<file path="src/rtl/bf16_pkg.sv">
// rtl/bf16_pkg.sv - shared widths, class encodings and constants for the bf16 packer
// Purpose: width parameters, flag bit indices, special-value constants and
//          the class decode helper used by bf16_pack and its interface.
// Ports:   none (package).
package bf16_pkg;

  localparam int NUM_WIDTH  = 16;
  localparam int EXP_WIDTH  = 8;
  localparam int SIG_WIDTH  = 7;
  localparam int FLAG_WIDTH = 4;
  localparam int MANT_WIDTH = 16;
  localparam int IEXP_WIDTH = 10;
  localparam int STAT_WIDTH = 3;
  localparam int LZ_WIDTH   = $clog2(MANT_WIDTH + 1);

  localparam int BIAS = 127;

  // Bit positions inside i_flag.
  localparam int NAN  = 3;
  localparam int ZERO = 2;
  localparam int INF  = 1;
  localparam int NORM = 0;

  localparam logic [NUM_WIDTH-1:0] QNAN    = 16'h7FFF;
  localparam logic [EXP_WIDTH-1:0] EXP_MAX = 8'hFF;

  typedef enum logic [1:0] {
    CLS_NORM,
    CLS_ZERO,
    CLS_INF,
    CLS_NAN
  } cls_e;

  // Priority nan > inf > zero > norm; an all-zero flag falls through to norm,
  // so multi-hot or empty flags still resolve to exactly one class.
  function automatic cls_e decode_class(input logic [FLAG_WIDTH-1:0] flag);
    if (flag[NAN])  return CLS_NAN;
    if (flag[INF])  return CLS_INF;
    if (flag[ZERO]) return CLS_ZERO;
    return CLS_NORM;
  endfunction

endpackage

</file>
<file path="src/rtl/bf16_pack_if.sv">
// rtl/bf16_pack_if.sv - operand/result handshake bundle for bf16_pack
// Purpose: groups the input operand stream and the packed result stream.
// Ports:   none; signals i_valid/o_ready/i_flag/i_sign/i_exp/i_mant (operand in),
//          o_valid/i_ready/o_data/o_stat (result out).
//          slave modport = packer side, master modport = producer/consumer side.
interface bf16_pack_if;
  import bf16_pkg::*;

  logic                  i_valid;
  logic                  o_ready;
  logic [FLAG_WIDTH-1:0] i_flag;
  logic                  i_sign;
  logic [IEXP_WIDTH-1:0] i_exp;
  logic [MANT_WIDTH-1:0] i_mant;
  logic                  o_valid;
  logic                  i_ready;
  logic [NUM_WIDTH-1:0]  o_data;
  logic [STAT_WIDTH-1:0] o_stat;

  modport slave (
    input  i_valid, i_flag, i_sign, i_exp, i_mant, i_ready,
    output o_ready, o_valid, o_data, o_stat
  );

  modport master (
    output i_valid, i_flag, i_sign, i_exp, i_mant, i_ready,
    input  o_ready, o_valid, o_data, o_stat
  );

endinterface

</file>
<file path="src/rtl/bf16_lzc.sv">
// rtl/bf16_lzc.sv - combinational leading-zero counter
// Purpose: number of zero bits above the most significant set bit of data;
//          returns WIDTH when data is all zero.
// Ports:   data  in  WIDTH               value to scan
//          count out clog2(WIDTH+1)      leading-zero count 0..WIDTH
module bf16_lzc
  import bf16_pkg::*;
#(
  parameter int WIDTH = MANT_WIDTH
) (
  input  logic [WIDTH-1:0]               data,
  output logic [$clog2(WIDTH+1)-1:0]     count
);

  localparam int CW = $clog2(WIDTH + 1);

  // Ascending scan: the highest set bit is visited last and wins.
  always_comb begin
    count = CW'(WIDTH);
    for (int i = 0; i < WIDTH; i++) begin
      if (data[i]) count = CW'(WIDTH - 1 - i);
    end
  end

endmodule

</file>
<file path="src/rtl/bf16_pack.sv">
// rtl/bf16_pack.sv - three-stage normalise/round/pack of an unpacked float into bf16
// Purpose: stage 1 registers the operand and its leading-zero count, stage 2
//          normalises mantissa and exponent, stage 3 rounds to nearest-even,
//          handles overflow/underflow/specials and registers the bf16 result.
// Ports:   i_clk   in  rising-edge clock
//          i_rst_n in  asynchronous active-low reset
//          bus     slave modport of bf16_pack_if (operand in, result out)
module bf16_pack
  import bf16_pkg::*;
(
  input  logic       i_clk,
  input  logic       i_rst_n,
  bf16_pack_if.slave bus
);

  // Whole pipeline moves together; it only freezes while a result is held.
  logic en;
  assign en          = ~bus.o_valid | bus.i_ready;
  assign bus.o_ready = en;

  // ---------------- stage 1: capture operand and leading-zero count
  logic [LZ_WIDTH-1:0]   lz_in;
  logic                  s1_valid;
  cls_e                  s1_cls;
  logic                  s1_sign;
  logic [IEXP_WIDTH-1:0] s1_exp;
  logic [MANT_WIDTH-1:0] s1_mant;
  logic [LZ_WIDTH-1:0]   s1_lz;

  bf16_lzc #(.WIDTH(MANT_WIDTH)) u_lzc (
    .data  (bus.i_mant),
    .count (lz_in)
  );

  always_ff @(posedge i_clk or negedge i_rst_n) begin
    if (!i_rst_n) begin
      s1_valid <= 1'b0;
      s1_cls   <= CLS_NORM;
      s1_sign  <= 1'b0;
      s1_exp   <= '0;
      s1_mant  <= '0;
      s1_lz    <= '0;
    end else if (en) begin
      s1_valid <= bus.i_valid;
      s1_cls   <= decode_class(bus.i_flag);
      s1_sign  <= bus.i_sign;
      s1_exp   <= bus.i_exp;
      s1_mant  <= bus.i_mant;
      s1_lz    <= lz_in;
    end
  end

  // ---------------- stage 2: normalise
  // Exponent widened by one bit so that i_exp - 16 can never wrap.
  logic [MANT_WIDTH-1:0] mant_n;
  logic [IEXP_WIDTH:0]   exp_n;

  assign mant_n = s1_mant << s1_lz;
  assign exp_n  = {s1_exp[IEXP_WIDTH-1], s1_exp}
                - {{(IEXP_WIDTH + 1 - LZ_WIDTH){1'b0}}, s1_lz};

  logic                  s2_valid;
  cls_e                  s2_cls;
  logic                  s2_sign;
  logic [IEXP_WIDTH:0]   s2_exp;
  logic [MANT_WIDTH-1:0] s2_mant;

  always_ff @(posedge i_clk or negedge i_rst_n) begin
    if (!i_rst_n) begin
      s2_valid <= 1'b0;
      s2_cls   <= CLS_NORM;
      s2_sign  <= 1'b0;
      s2_exp   <= '0;
      s2_mant  <= '0;
    end else if (en) begin
      s2_valid <= s1_valid;
      s2_cls   <= s1_cls;
      s2_sign  <= s1_sign;
      s2_exp   <= exp_n;
      s2_mant  <= mant_n;
    end
  end

  // ---------------- stage 3: round, range check, pack
  // Bit MANT_WIDTH-1 is the hidden one; the next SIG_WIDTH bits are stored,
  // the bit below is guard and everything lower folds into sticky.
  localparam int GUARD_BIT = MANT_WIDTH - 2 - SIG_WIDTH;

  logic [SIG_WIDTH-1:0]  sig_t;
  logic                  guard;
  logic                  sticky;
  logic                  round_up;
  logic [SIG_WIDTH:0]    sig_r;
  logic [IEXP_WIDTH:0]   exp_r;
  logic                  ovf;
  logic                  unf;
  logic [NUM_WIDTH-1:0]  res_data;
  logic [STAT_WIDTH-1:0] res_stat;

  assign sig_t    = s2_mant[MANT_WIDTH-2 -: SIG_WIDTH];
  assign guard    = s2_mant[GUARD_BIT];
  assign sticky   = |s2_mant[GUARD_BIT-1:0];
  assign round_up = guard & (sticky | sig_t[0]);
  assign sig_r    = {1'b0, sig_t} + {{SIG_WIDTH{1'b0}}, round_up};
  // A carry out of the fraction leaves sig_r[SIG_WIDTH-1:0] at zero and bumps the exponent.
  assign exp_r    = s2_exp + {{IEXP_WIDTH{1'b0}}, sig_r[SIG_WIDTH]};

  // exp_r is two's complement: negative or zero flushes, >= 255 saturates to inf.
  assign unf = exp_r[IEXP_WIDTH] | (exp_r == '0);
  assign ovf = ~exp_r[IEXP_WIDTH]
             & (exp_r[IEXP_WIDTH-1:0] >= {{(IEXP_WIDTH - EXP_WIDTH){1'b0}}, EXP_MAX});

  always_comb begin
    res_data = '0;
    res_stat = '0;
    case (s2_cls)
      CLS_NAN:  res_data = QNAN;
      CLS_INF:  res_data = {s2_sign, EXP_MAX, {SIG_WIDTH{1'b0}}};
      CLS_ZERO: res_data = {s2_sign, {(NUM_WIDTH-1){1'b0}}};
      default: begin
        if (s2_mant == '0) begin
          res_data = {s2_sign, {(NUM_WIDTH-1){1'b0}}};
        end else if (ovf) begin
          res_data = {s2_sign, EXP_MAX, {SIG_WIDTH{1'b0}}};
          res_stat = 3'b101;
        end else if (unf) begin
          res_data = {s2_sign, {(NUM_WIDTH-1){1'b0}}};
          res_stat = 3'b011;
        end else begin
          res_data = {s2_sign, exp_r[EXP_WIDTH-1:0], sig_r[SIG_WIDTH-1:0]};
          res_stat = {2'b00, guard | sticky};
        end
      end
    endcase
  end

  always_ff @(posedge i_clk or negedge i_rst_n) begin
    if (!i_rst_n) begin
      bus.o_valid <= 1'b0;
      bus.o_data  <= '0;
      bus.o_stat  <= '0;
    end else if (en) begin
      bus.o_valid <= s2_valid;
      bus.o_data  <= res_data;
      bus.o_stat  <= res_stat;
    end
  end

endmodule

</file>
<file path="src/flat_wrapper.sv">
// flat-port wrapper written by rule: the top's interface ports become plain ports
module bf16_pack_flat import bf16_pkg::*;
  (i_clk, i_rst_n, bus_i_valid, bus_i_flag, bus_i_sign, bus_i_exp, bus_i_mant, bus_i_ready, bus_o_ready, bus_o_valid, bus_o_data, bus_o_stat);
  bf16_pack_if bus_i ();
  input  logic i_clk;
  input  logic i_rst_n;
  input wire logic [$bits(bus_i.i_valid)-1:0] bus_i_valid;
  input wire logic [$bits(bus_i.i_flag)-1:0] bus_i_flag;
  input wire logic [$bits(bus_i.i_sign)-1:0] bus_i_sign;
  input wire logic [$bits(bus_i.i_exp)-1:0] bus_i_exp;
  input wire logic [$bits(bus_i.i_mant)-1:0] bus_i_mant;
  input wire logic [$bits(bus_i.i_ready)-1:0] bus_i_ready;
  output wire logic [$bits(bus_i.o_ready)-1:0] bus_o_ready;
  output wire logic [$bits(bus_i.o_valid)-1:0] bus_o_valid;
  output wire logic [$bits(bus_i.o_data)-1:0] bus_o_data;
  output wire logic [$bits(bus_i.o_stat)-1:0] bus_o_stat;
  assign bus_i.i_valid = bus_i_valid;
  assign bus_i.i_flag = bus_i_flag;
  assign bus_i.i_sign = bus_i_sign;
  assign bus_i.i_exp = bus_i_exp;
  assign bus_i.i_mant = bus_i_mant;
  assign bus_i.i_ready = bus_i_ready;
  assign bus_o_ready = bus_i.o_ready;
  assign bus_o_valid = bus_i.o_valid;
  assign bus_o_data = bus_i.o_data;
  assign bus_o_stat = bus_i.o_stat;
  bf16_pack u_core (.i_clk(i_clk), .i_rst_n(i_rst_n), .bus(bus_i));
endmodule
</file>
<file path="config.mk">
export PLATFORM = sky130hd
export DESIGN_NAME = bf16_pack_flat
export DESIGN_NICKNAME = d
export VERILOG_FILES = /design/src/rtl/bf16_pkg.sv /design/src/rtl/bf16_pack_if.sv /design/src/rtl/bf16_lzc.sv /design/src/rtl/bf16_pack.sv /design/src/flat_wrapper.sv
export SDC_FILE = /design/constraint.sdc
export NUM_CORES = 1
export LEC_CHECK = 0
export ABC_CLOCK_PERIOD_IN_PS = 6400
export CAP_MARGIN = 20
export CELL_PAD_IN_SITES_DETAIL_PLACEMENT = 1
export CELL_PAD_IN_SITES_GLOBAL_PLACEMENT = 1
export CORE_MARGIN = 2
export CORE_UTILIZATION = 46
export DETAILED_ROUTE_END_ITERATION = 10
export PLACE_DENSITY_LB_ADDON = 0.1
export SLEW_MARGIN = 5
export SYNTH_ARGS = -nofsm -noshare
export SYNTH_HDL_FRONTEND = slang
export SYNTH_HIERARCHICAL = 1
export SYNTH_SLANG_ARGS = --single-unit
export TNS_END_PERCENT = 1
</file>
<file path="constraint.sdc">
create_clock -name i_clk -period 6.4 [get_ports i_clk]
set_clock_uncertainty 0.1 [all_clocks]
set_input_delay 0.96 -clock i_clk [delete_from_list [all_inputs] [get_ports i_clk]]
set_output_delay 0.96 -clock i_clk [all_outputs]
set_load 0.01 [all_outputs]
</file>
==> results.json <==
{
  "hold_viol": 0,
  "synth_top_area_frac": 0.455,
  "highest_layer": "met4",
  "dp_hpwl_um": 8200,
  "grt_first_pass_wirelength_um": 19500,
  "num_antenna_cells": 0,
  "ant_nets": 0,
  "ys_seq_area_frac": 0.455,
  "end_kind": "output port",
  "synthFlopType": "dfrtp_1",
  "clk_latency_ns": 0.36,
  "setup_tns_ns": 0,
  "gr-usage-all-layers": 0.218,
  "cp.required_ns": 5.34,
  "max-cap-violations": 0,
  "postCtsSetupBuffers": 0,
  "grt_pass1_vias": 4006,
  "ff2ff_path_depth": 11,
  "wl_per_cell_um": 16.1,
  "cts_max_level": 3,
  "fin_crit_sh": 0.505,
  "synth_cell_types": 62,
  "critical_path.startpoint_type": "primary input",
  "status": "finished clean",
  "cp-startpoint": "bus_i_ready",
  "crit_type": "primary input to output port",
  "path_clk_slew_ns": 0.09,
  "seqPwrFrac": 0.419,
  "worstReg2RegStart": "u_core/s2_mant[10]",
  "crit_arrival_ns": 2.17,
  "postLayoutCoreUtil": 0.552,
  "drive_gt1_frac": 0.0896,
  "synth_edf_count": 0,
  "antenna_found_initial": 0,
  "drc": 0,
  "yosysTopAreaCell": "dfrtp_1",
  "cts.sinks": 86,
  "fmax_mhz": 309,
  "postSynthAreaPerCell_sq_um": 9.08,
  "cts_buffers": 9,
  "route.met3.wl_um": 339,
  "cts_tree": "yes",
  "die_h_um": 105,
  "yosys-top-cells-area": "dfrtp_1 45%, nand2_1 11%, mux4_2 2.9%, nor2_1 2.7%, mux2i_1 2.3%",
  "synth_cells": 521,
  "dr.first_iter.drc_count": 161,
  "ctsHoldBuffers": 0,
  "peakVddDrop_mv": 0.155,
  "synth_most_common_cell": "nand2_1",
  "combPwrFrac": 0.400,
  "nets": 608,
  "setup-violations-final": 0,
  "synth_seq_cells": 86,
  "powerDensity_mw_per_mm2": 407,
  "num-fill-cells": 1184,
  "internal-power_mw": 1.41,
  "synth_area_sq_mm": 0.00473,
  "root_buffer": "clkbuf_8",
  "post-route-min-period_ns": 3.23,
  "r2r_end": "u_core/bus.o_data[6]",
  "io_pins": 56,
  "p_clk_frac": 0.181,
  "ys_warn_count": 6,
  "drtPass1Iterations": 4,
  "ys_top_cells_by_count": "136 x nand2_1, 86 x dfrtp_1, 34 x nor2_1, 21 x a21oi_1",
  "syn_nets": 565,
  "p_sw_frac": 0.381,
  "clockBufferDepth": 2,
  "grt_overflow": 0,
  "core_area_sq_mm": 0.0101,
  "rsz0062_at_grt": "no",
  "ys_async_sr_fraction": 1.00,
  "fp.dieW_um": 105,
  "p_leak_nw": 2.43,
  "vias_per_cell": 5.52,
  "place.gp.congestion": 0.818,
  "crit_fanout": 3,
  "worstMarginPinSlew_ns": 0.873,
  "area_delta_synth_final_pct": 18.3,
  "vias": 3889,
  "wl_met2_um": 5620,
  "die_area_sq_mm": 0.0111,
  "worstHoldPathType": "flop to flop",
  "wl_met1_um": 5120,
  "slew_viol_final": 0,
  "power_switching_mw": 0.870,
  "crit_path_end": "bus_o_ready",
  "numPortBuffers": 54,
  "start_util": 0.467,
  "placementRows": 37,
  "ctsResizeCount": 0,
  "max_slew_margin": 0.418,
  "r2r_slack_ns": 3.31,
  "grt_max_degree": 87,
  "drt-total-wl_um": 11300
}
## sequential cells by signal, indices dropped and copies added, names as in the netlist, 2 cells and up
register	cells
u_core/bus.o_data	16
u_core/bus.o_stat	3
u_core/s1_cls	2
u_core/s1_exp	10
u_core/s1_lz	5
u_core/s1_mant	16
u_core/s2_cls	2
u_core/s2_exp	11
u_core/s2_mant	16
## power groups by stage
| stage | sequential, mW | combinational (mW) | clock, mW |
|---|---|---|---|
| final | 0.956 | 0.911 | 0.413 |
| after global routing | 0.997 | 1.01 | 0.442 |
| after CTS | 0.957 | 0.922 | 0.425 |
| after detailed placement | 0.969 | 0.914 | 0 |
| after global placement | 0.951 | 0.876 | 0 |
| after floorplan | 0.916 | 0.619 | 0 |
## kinds of logic (layout without fill, tap and decap cells)
| kind of cell | count (synthesis) | count (layout) | synth area share |
|---|---|---|---|
| simple gates | 242 | 242 | 0.237 |
| buf+inv | 40 | 88 | 0.0344 |
| compound gates | 106 | 106 | 0.155 |
| xor+xnor | 19 | 19 | 0.0368 |
| mux | 19 | 19 | 0.0566 |
| fa+ha+maj | 9 | 9 | 0.0254 |
| flops | 86 | 86 | 0.455 |
## cells in the final DEF, fill, tap and decap left out, types with 5 or more instances in the layout
cell	count
nand3_1	14
nor3_1	10
xnor2_1	7
and3_1	6
xor2_1	11
nand2_1	136
mux4_2	6
ha_1	8
dfrtp_1	86
nor2_1	34
mux2i_1	11
clkdlybuf4s50_1	53
o221a_1	5
or3_1	9
clkbuf_8	9
a22o_1	10
o21ai_0	14
inv_1	12
nor4_1	5
a31oi_1	8
o21ai_1	14
a21oi_1	21
o22ai_1	9
## area by class of cell
class                      instances  area (sq um)  area share
inverter                          15          56.3      0.0101
clock inverter                     6          86.3      0.0154
clock buffer                      10           128      0.0228
tap                              136           170      0.0304
sequential                        86          2150       0.384
timing repair buffer              57           581       0.104
multi-input combinational        395          2420       0.433
## how the worst min path moves through the flow
stage / depth (start not counted) / slack (ns) / startpoint / to
finish: 1 / 0.38 / u_core/s2_valid / u_core/bus.o_valid
global route: 2 / 0.41 / u_core/s1_cls[1] / u_core/s1_cls[1]
CTS: 2 / 0.38 / u_core/s2_valid / u_core/s2_valid
detailed placement: 1 / 0.36 / u_core/s2_valid / u_core/bus.o_valid
global placement: 2 / 0.34 / u_core/s2_valid / u_core/s2_valid
floorplan: 2 / 0.33 / u_core/s2_valid / u_core/s2_valid
## routing by layer
| metal | GRT usage | vias up |
|---|---|---|
| met4 | 0.0914 | 0 |
| met5 | 0 | - |
| met2 | 0.373 | 69 |
| met3 | 0.0266 | 19 |
| met1 | 0.279 | 1883 |
| li1 | - | 1918 |
## through the flow
stage | area (sq um) | hold WS [ns] | setup slack [ns] | total power, mW | instances
floorplan | 4730 | 0.330 | 3.61 | 1.54 | 521
global placement | 5360 | 0.342 | 3.16 | 1.83 | 688
detailed placement | 5360 | 0.358 | 3.15 | 1.88 | 688
CTS | 5570 | 0.377 | 3.15 | 2.30 | 704
global route | 5600 | 0.413 | 3.12 | 2.45 | 705
finish | 5600 | 0.376 | 3.17 | 2.28 | 705
## worst max-delay path: stages
cell             delay [ns]
clkdlybuf4s50_1        0.45
nor2b_4                0.22
inv_2                  0.06
clkdlybuf4s50_1        0.48
Power figures use the tool's default switching activity.
